`src/rtl/nibble_serial_adder.sv`:
```
// Multi-cycle WIDTH-bit adder/subtractor that time-shares an external 4-bit ripple adder,
// feeding it one nibble per cycle (LSB first) and assembling the full-width result.
module nibble_serial_adder #(
    parameter int WIDTH = 16
) (
    input  logic             clk,
    input  logic             rst_n,
    input  logic             start,
    input  logic [WIDTH-1:0] a,
    input  logic [WIDTH-1:0] b,
    input  logic             cin,
    input  logic             sub,
    output logic [3:0]       add_a,
    output logic [3:0]       add_b,
    output logic             add_ci,
    input  logic [3:0]       add_s,
    input  logic             add_co,
    output logic             busy,
    output logic             done,
    output logic [WIDTH-1:0] sum,
    output logic             cout,
    output logic             overflow
);

    localparam int NIBBLES = WIDTH / 4;
    localparam int CW      = (NIBBLES > 1) ? $clog2(NIBBLES) : 1;

    typedef enum logic {
        IDLE = 1'b0,
        RUN  = 1'b1
    } state_e;

    state_e           state_q;
    logic [CW-1:0]    cnt_q;
    logic [WIDTH-1:0] a_sh_q;
    logic [WIDTH-1:0] b_sh_q;
    logic [WIDTH-5:0] sum_sh_q;
    logic             carry_q;
    logic             a_msb_q;
    logic             b_msb_q;
    logic             busy_q;
    logic             done_q;
    logic [WIDTH-1:0] sum_q;
    logic             cout_q;
    logic             ovf_q;

    logic [WIDTH-1:0] b_eff_d;
    logic [WIDTH-1:0] sum_d;
    logic             last_d;

    // Subtraction is a + ~b + 1, so B is inverted once at capture time.
    always_comb begin
        b_eff_d = sub ? ~b : b;
        sum_d   = {add_s, sum_sh_q};
        last_d  = (cnt_q == CW'(NIBBLES - 1));
    end

    // The external adder only sees live operands while running; it is parked at zero otherwise.
    assign add_a    = (state_q == RUN) ? a_sh_q[3:0] : 4'h0;
    assign add_b    = (state_q == RUN) ? b_sh_q[3:0] : 4'h0;
    assign add_ci   = (state_q == RUN) ? carry_q     : 1'b0;
    assign busy     = busy_q;
    assign done     = done_q;
    assign sum      = sum_q;
    assign cout     = cout_q;
    assign overflow = ovf_q;

    always_ff @(posedge clk or negedge rst_n) begin
        if (!rst_n) begin
            state_q  <= IDLE;
            cnt_q    <= '0;
            a_sh_q   <= '0;
            b_sh_q   <= '0;
            sum_sh_q <= '0;
            carry_q  <= 1'b0;
            a_msb_q  <= 1'b0;
            b_msb_q  <= 1'b0;
            busy_q   <= 1'b0;
            done_q   <= 1'b0;
            sum_q    <= '0;
            cout_q   <= 1'b0;
            ovf_q    <= 1'b0;
        end else begin
            done_q <= 1'b0;
            case (state_q)
                IDLE: begin
                    if (start) begin
                        a_sh_q  <= a;
                        b_sh_q  <= b_eff_d;
                        carry_q <= sub ? 1'b1 : cin;
                        a_msb_q <= a[WIDTH-1];
                        b_msb_q <= b_eff_d[WIDTH-1];
                        cnt_q   <= '0;
                        busy_q  <= 1'b1;
                        state_q <= RUN;
                    end
                end
                RUN: begin
                    sum_sh_q <= sum_d[WIDTH-1:4];
                    carry_q  <= add_co;
                    a_sh_q   <= a_sh_q >> 4;
                    b_sh_q   <= b_sh_q >> 4;
                    cnt_q    <= cnt_q + CW'(1);
                    // Final pass: the top nibble arrives now, so the result MSB is add_s[3].
                    if (last_d) begin
                        sum_q   <= sum_d;
                        cout_q  <= add_co;
                        ovf_q   <= (a_msb_q == b_msb_q) && (add_s[3] != a_msb_q);
                        done_q  <= 1'b1;
                        busy_q  <= 1'b0;
                        cnt_q   <= '0;
                        state_q <= IDLE;
                    end
                end
                default: state_q <= IDLE;
            endcase
        end
    end

endmodule

```
`config.mk`:
```
export PLATFORM = sky130hd
export DESIGN_NAME = nibble_serial_adder
export DESIGN_NICKNAME = d
export VERILOG_FILES = /design/src/rtl/nibble_serial_adder.sv
export SDC_FILE = /design/constraint.sdc
export NUM_CORES = 1
export LEC_CHECK = 0
export BUFFER_PORTS_ARGS = -buffer_cell sky130_fd_sc_hd__buf_2
export CAP_MARGIN = 40
export CORE_MARGIN = 1
export CORE_UTILIZATION = 50
export CTS_CLUSTER_DIAMETER = 120
export DETAILED_ROUTE_END_ITERATION = 10
export PLACE_DENSITY = 0.78
export SYNTH_ARGS = -nofsm -noshare
export SYNTH_HDL_FRONTEND = slang
export SYNTH_SLANG_ARGS = --single-unit
```
`constraint.sdc`:
```
create_clock -name clk -period 1.75 [get_ports clk]
set_input_delay 0.2625 -clock clk [delete_from_list [all_inputs] [get_ports clk]]
set_output_delay 0.2625 -clock clk [all_outputs]
set_load 0.05 [all_outputs]
```
Word-level counts from Yosys, hierarchy flattened
Index checks and enable logic that the tools add are counted.
{ "totals": {"reg_bits": 70, "input_bits": 42, "latch_bits": 0, "n_memories": 0, "ramBits": 0, "rom_bits": 0} }
{ "classes": {"div_mod_pow": 0, "n_lt_le_gt_ge": 0, "reduce_logical": 4, "n_mul": 0, "mux": 22, "n_eq_ne": 5, "add_sub_neg": 1, "shifts": 0, "bitwise_logic": 2} }
{ "ops": {"columns": ["cell", "n"], "rows": [
  ["$pmux 16 s2", 2],
  ["$mux 16", 3],
  ["$not 16->16", 1],
  ["$mux 1", 9],
  ["$mux 4", 2],
  ["$pmux 1 s2", 3],
  ["$reduce_and 2->1", 3],
  ["$mux 2", 2],
  ["$pmux 2 s2", 1],
  ["$add 2x1->2 const B", 1],
  ["$eq 2x2->1 const B", 1],
  ["$ne 2x1->1 const B", 1],
  ["$ne 2x2->1 const B", 1],
  ["$eq 1x1->1", 1],
  ["$logic_and 1x1->1", 1],
  ["$ne 1x1->1", 1],
  ["$not 1->1", 1]
]} }

Depth between registers and ports, before layout
{ "depth": {"depth_word": 4, "mapped_depth": 5} }

Worst setup path after synthesis
Ideal clock, no wire load.
{ "synth_timing": {"kind": "reg2out", "start": "reg state_q", "end": "out add_a[0]", "path_buffers": 2, "path_stages_with_launch": 4, "setup_slack_ns": 0.389, "arrival_ns": 1.098, "required_ns": 1.487, "cell_sequence": "dfrtp_1 > buf_4 > buf_2 > and2_1"} }
{ "synth_via": {"elab_chain_len": 1} }
{ "synth_rtl": {"columns": ["element", "line", "text"], "rows": [
  ["start, declared", "33", "state_e state_q;"],
  ["start signal, assigned", "70", "state_q <= IDLE;"],
  ["start signal, assigned", "95", "state_q <= RUN;"],
  ["start signal, assigned", "112", "state_q <= IDLE;"],
  ["$mux 4", "59", "assign add_a = (state_q == RUN) ? a_sh_q[3:0] : 4'h0;"],
  ["end, declared", "13", "output logic [3:0] add_a,"]
]} }
Every way passes these cells.

Worst setup path in the final report
{ "layout_timing": {"start": "reg state_q", "end": "out add_a[1]"} }
The elaborated chain is that of the path after synthesis.

==> flow_summary.yaml <==
critical_path:
  worst-path-max-fanout: 56
  critical_path.reg2reg.endpoint: "sum[14]"
  setup.reg_to_reg.worst_slack_ns: 0.34
  timing.critical_path.to: "add_a[1]"
  worst_ep_arrival_time_ns: 1.38
  cp-end-kind: "primary output"
  r2r.worst_path.cells: 4
  timing.critical_path.from_type: "flop"
  reg2reg_from: "cnt_q[0]"
  critical_path.startpoint: "state_q"
  cp.required_ns: 1.49
  timing.setup.critical_path_class: "reg -> out"
global_routing:
  grtUsageTotal: 0.187
  first_global_vias: 2010
  grt_antenna_before_repair: 0
  globalRouteOverflowTotal: 0
  global_route_wire_length_before_repair_um: 9120
  grt_start_max_net_pins: 57
placed_design:
  gpl.final_weighted_congestion: 0.738
  preCtsSetupSlack_ns: 0.339
  port_buffers: 70
  dpl.hpwl_um: 3890
logic_synthesis:
  synth_top_area_share: 0.564
  post_synth_most_frequent_cells: "sky130_fd_sc_hd__dfrtp_1, sky130_fd_sc_hd__mux2i_1, sky130_fd_sc_hd__nand2_1"
  synth_cell_type_count: 25
  synth.most_common_cell: "sky130_fd_sc_hd__dfrtp_1"
  async_flop_share: 1.00
  post_synth.cell_area_avg_um2: 12.2
  synthesis.area_um2: 3110
  ys_dominant_reg_cell: "sky130_fd_sc_hd__dfrtp_1"
  synth_enable_flop_cells: 0
  ys_ff_latch: 70
  synth_seq_area_share: 0.564
  total_nets_after_synthesis: 299
  post_synth_main_area_contributors: "sky130_fd_sc_hd__dfrtp_1, sky130_fd_sc_hd__mux2i_1, sky130_fd_sc_hd__mux2_2"
  synth_area_leader_cell: "sky130_fd_sc_hd__dfrtp_1"
  ys_warn_count: 0
  syn-instance-count: 255
timing:
  fin_crit_sh: 0.938
  slew_violations: 0
  timing.setup.tns_ns: 0
  worstMarginPinSlew_ns: 0.509
  finalCriticalPeriod_ns: 1.64
  timing.final.hold_violations: 0
  timing.final.setup_violations: 0
  timing.final.ws_setup_ns: 0.109
  fmaxAchievable_mhz: 609
  rsz0062_at_grt: "false"
  finalClockSkew_ns: 0.00471
  max-slew-margin-rel: 0.661
run_status:
  outcome: "finished, final reports clean"
power:
  worst_ir_drop_vdd_mv: 0.941
  switching_share: 0.412
  power.sequential.fraction: 0.387
  power-per-cell-area_nw_per_um2: 1840
  pwr-share-clk: 0.191
  power.leakage_nw: 1.85
  internal_power_mw: 4.05
  power.net_switching_mw: 2.83
  pwr-share-comb: 0.422
die:
  number_of_standard_cell_rows_in_the_floorplan: 28
  placeableCoreArea_um2: 5960
  die_height_um: 80.8
  pin_count: 71
  initial_utilization: 0.522
  chipWidth_um: 80.8
  die_area_um2: 6540
clock_network:
  cts-root-to-sink-buffers: 2
  worst_setup_hold_path_clk_slew_ns: 0.07
  cts_hold_buffers: 1
  cts_buffers: 9
  cts_tree: "built"
  number_of_h_tree_levels: 3
  clock_insertion_delay_worst_skew_ns: 0.32
  clkSinkCount: 70
  post-cts-setup-buffer-count: 0
  cts-resized-gates: 0
  cts-root-buf: "sky130_fd_sc_hd__clkbuf_8"
drt:
  vias: 2069
  final_routed_drc_violation_total: 0
  wirelength_um: 5540
  via_per_inst: 5.10
  detail_route.iter0.violations: 80
  dr.pass1.iters: 4
  remaining_number_of_nets_flagged_by_the_antenna_check_after_routing: 0
  average_wire_length_per_cell_after_detail_routing_um: 13.7
cells_and_area:
  fillerInstances: 484
  layout-drive-gt1-share: 0.356
  final_net_count: 371
  syn_to_final_growth_pct: 20.0
  n_antenna_cell: 0
run:
  max_cap_viols: 0
worst_hold_path:
  min-delay-path-class: "in -> reg"
==> registers in the layout, summed over array words and instances (netlist names) <==
signal    count
a_sh_q       16
b_sh_q       16
sum          16
sum_sh_q     12
cnt_q         2
a_msb_q       1
b_msb_q       1
busy          1
carry_q       1
cout          1
done          1
overflow      1
state_q       1
==> worst max-delay path, cell delays in order, from the launching register on <==
cell	delay, ns
sky130_fd_sc_hd__dfrtp_2	0.40
sky130_fd_sc_hd__buf_12	0.23
sky130_fd_sc_hd__and2_1	0.15
sky130_fd_sc_hd__buf_2	0.25
==> layer usage <==
| layer | global-route usage | up-vias | wire, um |
|---|---|---|---|
| li1 | - | 1005 | - |
| met4 | 0.0875 | 0 | 91 |
| met2 | 0.296 | 44 | 2690 |
| met3 | 0.0371 | 8 | 209 |
| met5 | 0 | - | 0 |
| met1 | 0.248 | 1012 | 2550 |
==> power groups by stage <==
stage / Sequential (mW) / Combinational, mW / Clock [mW]
global placement: 2.66 / 2.85 / 0
CTS: 2.67 / 2.94 / 1.35
finish: 2.66 / 2.90 / 1.32
global route: 2.75 / 3.13 / 1.42
floorplan: 3.42 / 1.51 / 0
detailed placement: 2.69 / 2.94 / 0
==> worst min path at each step <==
stage,from,end,slack [ns],cells after the start
floorplan,rst_n,a_msb_q,-0.03,0
global placement,rst_n,sum[4],0.31,2
detailed placement,rst_n,sum[0],0.32,2
CTS,add_s[0],sum[12],0.15,2
global route,add_s[0],sum[12],0.15,2
finish,add_s[0],sum[12],0.16,2
==> metrics by stage <==
step,utilization,std cells,power (mW),instance area (um^2),hold WS [ns]
final,0.626,406,6.88,3730,0.160
after global routing,0.626,406,7.31,3730,0.154
after detailed placement,0.590,390,5.63,3510,0.317
after CTS,0.626,406,6.96,3730,0.147
after global placement,0.590,390,5.51,3510,0.306
after floorplan,-,255,4.93,3110,-0.0331
==> logic make-up (layout without fill, tap and decap cells) <==
| kind of cell | after synthesis | count (layout) | synth area share |
|---|---|---|---|
| mux | 59 | 59 | 0.202 |
| simple gates | 53 | 53 | 0.0753 |
| compound gates | 35 | 35 | 0.0632 |
| buf+inv | 20 | 96 | 0.0427 |
| xor+xnor | 16 | 16 | 0.0451 |
| flops | 70 | 70 | 0.564 |
| fa+ha+maj | 2 | 2 | 0.00805 |
==> final cells by class <==
| class | instances | area (um^2) | area share |
|---|---|---|---|
| clock buffers | 12 | 165 | 0.0443 |
| clock inverters | 3 | 42.5 | 0.0114 |
| inverters | 2 | 7.51 | 0.00201 |
| multi-input cells | 165 | 1220 | 0.328 |
| flip-flops and latches | 70 | 1750 | 0.470 |
| well taps | 75 | 93.8 | 0.0252 |
| repair buffers | 79 | 445 | 0.119 |
==> placed cells by master, fill, tap and decap left out, types with 6 or more instances in the layout <==
cell type and count:
sky130_fd_sc_hd__nor2_1 12, sky130_fd_sc_hd__buf_4 6, sky130_fd_sc_hd__xor2_1 12, sky130_fd_sc_hd__o21ai_0 20, sky130_fd_sc_hd__mux2_1 7, sky130_fd_sc_hd__dfrtp_1 69
sky130_fd_sc_hd__mux2_2 23, sky130_fd_sc_hd__clkbuf_8 12, sky130_fd_sc_hd__o21ai_1 7, sky130_fd_sc_hd__and2_1 9, sky130_fd_sc_hd__nand2_1 28, sky130_fd_sc_hd__buf_2 70
sky130_fd_sc_hd__mux2i_1 29
Power figures use the tool's default switching activity.
